$ cat src/rtl/ripple_sub_pipe_pkg.sv
// ripple_sub_pipe_pkg: width constants shared by the pipelined ripple adder and subtractor.
package ripple_sub_pipe_pkg;
   localparam int WIDTH_DEF = 8;
   localparam int MSB_DEF   = WIDTH_DEF - 1;
endpackage

$ cat src/rtl/ripple_sub_pipe_full_adder.sv
// full_adder: single-bit full adder cell used to build the ripple chain.
module full_adder (
   input  logic a,
   input  logic b,
   input  logic cin,
   output logic s,
   output logic cout
);
   assign s    = a ^ b ^ cin;
   assign cout = (a & b) | (cin & (a ^ b));
endmodule

$ cat src/rtl/ripple_sub_pipe.sv
// ripple_sub_pipe: two-stage valid/ready unsigned subtractor D = A - B with borrow.
// Define RIPPLE_SUB_OVERFLOW_EN to add the registered signed-overflow output V.
module ripple_sub_pipe
   import ripple_sub_pipe_pkg::*;
#(
   parameter int WIDTH = WIDTH_DEF
) (
   input  logic             clk,
   input  logic             rst,
   input  logic             in_valid,
   output logic             in_ready,
   input  logic [WIDTH-1:0] A,
   input  logic [WIDTH-1:0] B,
   output logic             out_valid,
   input  logic             out_ready,
   output logic [WIDTH-1:0] D,
`ifdef RIPPLE_SUB_OVERFLOW_EN
   output logic             V,
`endif
   output logic             Bout
);
   localparam int MSB = WIDTH - 1;
   logic             s1_valid;
   logic [WIDTH-1:0] a_reg, b_reg, diff;
   logic [WIDTH:0]   c;
   logic             adv;
   assign adv      = !out_valid || out_ready;
   assign in_ready = !s1_valid || adv;
   // A + ~B + 1: inverted subtrahend with the chain's carry-in forced high
   assign c[0] = 1'b1;
   for (genvar i = 0; i < WIDTH; i++) begin : g_fa
      full_adder u_fa (
         .a   (a_reg[i]),
         .b   (~b_reg[i]),
         .cin (c[i]),
         .s   (diff[i]),
         .cout(c[i+1])
      );
   end
   always_ff @(posedge clk or posedge rst) begin
      if (rst) begin
         s1_valid  <= 1'b0;
         a_reg     <= '0;
         b_reg     <= '0;
      end else if (in_valid && in_ready) begin
         s1_valid  <= 1'b1;
         a_reg     <= A;
         b_reg     <= B;
      end else if (adv) begin
         s1_valid  <= 1'b0;
      end
   end
   // Result registers only load real data so they hold their last value when idle
   always_ff @(posedge clk or posedge rst) begin
      if (rst) begin
         out_valid <= 1'b0;
         D         <= '0;
         Bout      <= 1'b0;
`ifdef RIPPLE_SUB_OVERFLOW_EN
         V         <= 1'b0;
`endif
      end else if (adv) begin
         out_valid <= s1_valid;
         if (s1_valid) begin
            D    <= diff;
            Bout <= ~c[WIDTH];
`ifdef RIPPLE_SUB_OVERFLOW_EN
            V    <= (a_reg[MSB] != b_reg[MSB]) && (diff[MSB] != a_reg[MSB]);
`endif
         end
      end
   end
endmodule

$ cat config.mk
export PLATFORM = sky130hd
export DESIGN_NAME = ripple_sub_pipe
export DESIGN_NICKNAME = d
export VERILOG_FILES = /design/src/rtl/ripple_sub_pipe_pkg.sv /design/src/rtl/ripple_sub_pipe_full_adder.sv /design/src/rtl/ripple_sub_pipe.sv
export SDC_FILE = /design/constraint.sdc
export NUM_CORES = 1
export LEC_CHECK = 0
export BUFFER_PORTS_ARGS = -buffer_cell sky130_fd_sc_hd__buf_2
export CAP_MARGIN = 20
export CELL_PAD_IN_SITES_DETAIL_PLACEMENT = 2
export CELL_PAD_IN_SITES_GLOBAL_PLACEMENT = 2
export CORE_MARGIN = 8
export CORE_UTILIZATION = 35
export DETAILED_ROUTE_END_ITERATION = 8
export PLACE_DENSITY = 0.72
export SLEW_MARGIN = 20
export SYNTH_ARGS = -nofsm -noshare
export SYNTH_HDL_FRONTEND = slang
export SYNTH_SLANG_ARGS = --single-unit
$ cat constraint.sdc
create_clock -name clk -period 10 [get_ports clk]
set_input_delay 2 -clock clk [delete_from_list [all_inputs] [get_ports clk]]
set_output_delay 2 -clock clk [all_outputs]
set_load 0.03 [all_outputs]
Word-level counts from Yosys, hierarchy flattened
Index checks and enable logic that the tools add are counted.
Word-level totals
  register bits after elaboration: 27
Operators by class
  mux-type cells: 2
  bitwise operators: 48
  reductions and logical operators: 7
Operators with widths (count)
  $and 1x1->1: 15
  $xor 1x1->1: 15
  $not 1->1: 10
  $or 1x1->1: 8
  $logic_not 1->1: 2
  $logic_or 1x1->1: 2
  $mux 1: 2
  $reduce_and 2->1: 1
  $reduce_bool 2->1: 1
  $logic_and 1x1->1: 1

Logic depth before layout (Yosys ltp)
  word-level depth: 18
  mapped depth: 12
  mapped depth without buffers: 12

By module
Synthesis repeated with hierarchy kept, for this count alone.
Second synthesis, totals
  cell total of the unflattened synthesis: 78
  area total of the unflattened synthesis: 1272.5 um2
By module, submodules not included
  ripple_sub_pipe: instances 1, cells an instance 70, area each 1112.3 um2, sequential area each 675.6 um2
  full_adder: instances 8, cells an instance 1, area each 20.0 um2, sequential area each 0.0 um2

Least setup slack after synthesis
Ideal clock, no wire load.
  kind: input to output
  start point: input port out_ready
  end point: output port in_ready
  arrival: 2.211 ns
  required time: 8.000 ns
  path slack: 5.789 ns
  stages on the path: 1
  cells stage by stage: nand3b_4
Between the ends
  cells in the longest elaborated chain, start to end: 2
Ends and longest elaborated chain
  start, declared: line ripple_sub_pipe.sv:15  | input logic out_ready,
  $logic_or 1x1->1: line ripple_sub_pipe.sv:27  | assign adv = !out_valid || out_ready;
  $logic_or 1x1->1: line ripple_sub_pipe.sv:28  | assign in_ready = !s1_valid || adv;
  end, declared: line ripple_sub_pipe.sv:11  | output logic in_ready,
No other way between the ends.

Worst setup path in the final report
Ends and elaborated chain as after synthesis.

==> metrics.csv <==
metric;value;unit
critPathMaxFanout;3;
drv_slew;0;
clock_sinks;27;
finalCritPeriodShare;0.447;
min_from;D[1];
start_util;0.358;
startpoint;out_ready;
ctsHoldBuffers;0;
yosysUniqueCellTypes;16;
grt_pass1_wl;4.55;mm
critical_path_class;input port to primary output;
whs;519;ps
grt_max_degree;28;
numCtsBuffers;3;
io_pins;31;
worst_hold_path.num_cells;2;
setup_viol;0;
r2r_cells;11;
buffer_ports.inserted;30;
rows;22;
finalCriticalPeriod;4470;ps
routabilityCongestion;0.700;
route.detailed.wl_per_inst;15.2;um
drive_above_1_share;0.458;
peakVddDrop;0.0587;mV
finalSetupTns;0;ps
rsz0062_at_grt;no;
gr-usage-met3;0.0210;
vias_per_cell;4.39;
cpMaxStageDelayCell;buf_2;
powerDensity;224;mW/mm^2
core_area;0.00361;sq mm
n_antenna_cell;0;
syn_nets;114;
clock_path_buffers;2;
synth_warnings;0;
overflow;0;
hp-class;register to register;
die_w;76.7;um
required;8000;ps
grt_use_met2;0.161;
syn_avg_cell_area;15.0;sq um
worst_slack;5530;ps
grt_pass1_vias;921;
cts_resized;0;
p_leak;0.000781;uW
cts_tree;yes;
arrival;2470;ps
vias;728;
finalHoldViolCount;0;
clk_latency;270;ps
cap_violations;0;
dp_hpwl;1.99;mm
pre_cts_ws;5530;ps
area_growth;17.4;%
track_usage;0.0938;
grt-busiest-layer;met2;
cts-root-buf;clkbuf_8;
postCtsSetupRepairBufs;0;
drc;0;
final_nets;147;
worst_slew_pin_slew;977;ps
worstReg2RegStart;b_reg[0];
synthCells;86;
crit_top_cell;buf_2;
status;completed;
drt-pass1-iter-count;2;
rrSetupSlack;6400;ps
cp-start-kind;input port;
r2r-end;Bout;
cp-end-kind;primary output;
routed_wl;2.52;mm
synth_area;0.00129;sq mm
synth_seq_cells;27;
die_area;0.00588;sq mm
critPathMaxStageDelay;200;ps
hold_path_end;D[1];
numPlacedInstances;162;
fmax;0.224;GHz
antenna_left;0;
fin_worst_skew;5.24;ps
ys_seq_area_frac;0.524;
path_cells;buf_2 > nand3b_4 > buf_2;
final_cells;166;
cts_htree_levels;1;
relSlewSlack;0.345;
antenna_found_initial;0;
drt_iter0_drc;7;
fp.dieH;76.7;um
clk_pin_slew;90;ps
grtUsageMet1;0.109;
==> logic make-up after synthesis <==
kind of cell	Yosys count	synth area share
DFF	27	0.524
muxes	23	0.225
buffers and inverters	18	0.0708
adders and majority gates	8	0.118
and+or+nand+nor	6	0.0446
AOI/OAI and AO/OA	4	0.0175
==> worst max path at each step <==
stage                          end  slack, ps  depth (start not counted)
after floorplan           in_ready       5790                          1
after global placement    in_ready       5550                          3
after CTS                 in_ready       5520                          3
final                     in_ready       5530                          3
after detailed placement  in_ready       5530                          3
after global routing      in_ready       5500                          3
==> cell usage after synthesis <==
cell type   n  area, sq um
ha_1        1         12.5
nand3b_4    1         20.0
mux2_2      8         90.1
buf_12      1         20.0
buf_6       1         11.3
nand2_4     1         11.3
or2b_1      1         7.51
mux2i_1     5         50.1
nand2_2     1         6.26
fa_1        7          140
nand2b_1    2         12.5
inv_1      16         60.1
mux2_4     10          150
a31oi_1     2         12.5
a21oi_1     2         10.0
dfrtp_1    27          676
==> placed cells by master (no fill, tap or decap) <==
cell type,n
mux2i_1,5
or2b_1,1
clkbuf_8,3
nand2_2,1
nand3b_4,1
clkinv_1,1
mux2_4,10
nand2b_1,2
inv_1,15
buf_2,30
fa_1,7
clkbuf_1,1
a31oi_1,2
mux2_2,8
ha_1,1
dfrtp_1,27
nand2_4,1
a21oi_1,2
==> layout make-up <==
cell class,instances,area (sq um)
fillers,363,2090
flip-flops and latches,27,676
multi-input cells,41,523
repair buffers,30,150
inverters,16,60.1
well taps,48,60.1
clock buffers,4,45.0
==> power breakdown <==
group	total (uW)	switching, uW	internal, uW
Clock	59.5	31.0	28.5
Combinational	125	75.2	49.6
Sequential	154	17.5	137
Total	339	124	215
==> critical path, delay by kind of cell <==
kind	cells	cell delay (ps)
buf+inv	2	310
simple gates	1	170
==> through the flow <==
stage / cell area, sq um / util / total power (uW)
global route: 1510 / 0.420 / 363
CTS: 1510 / 0.420 / 347
floorplan: 1290 / - / 244
detailed placement: 1470 / 0.407 / 284
finish: 1510 / 0.420 / 339
global placement: 1470 / 0.407 / 277
==> metal layers <==
layer  wire (um)  vias up  part of all wire
met4          41        0             0.016
met1        1050      367              0.42
met5           0        -                 0
met2        1310       18              0.52
li1            -      339                 -
met3         115        4             0.046
(Power assumes the default switching activity.)
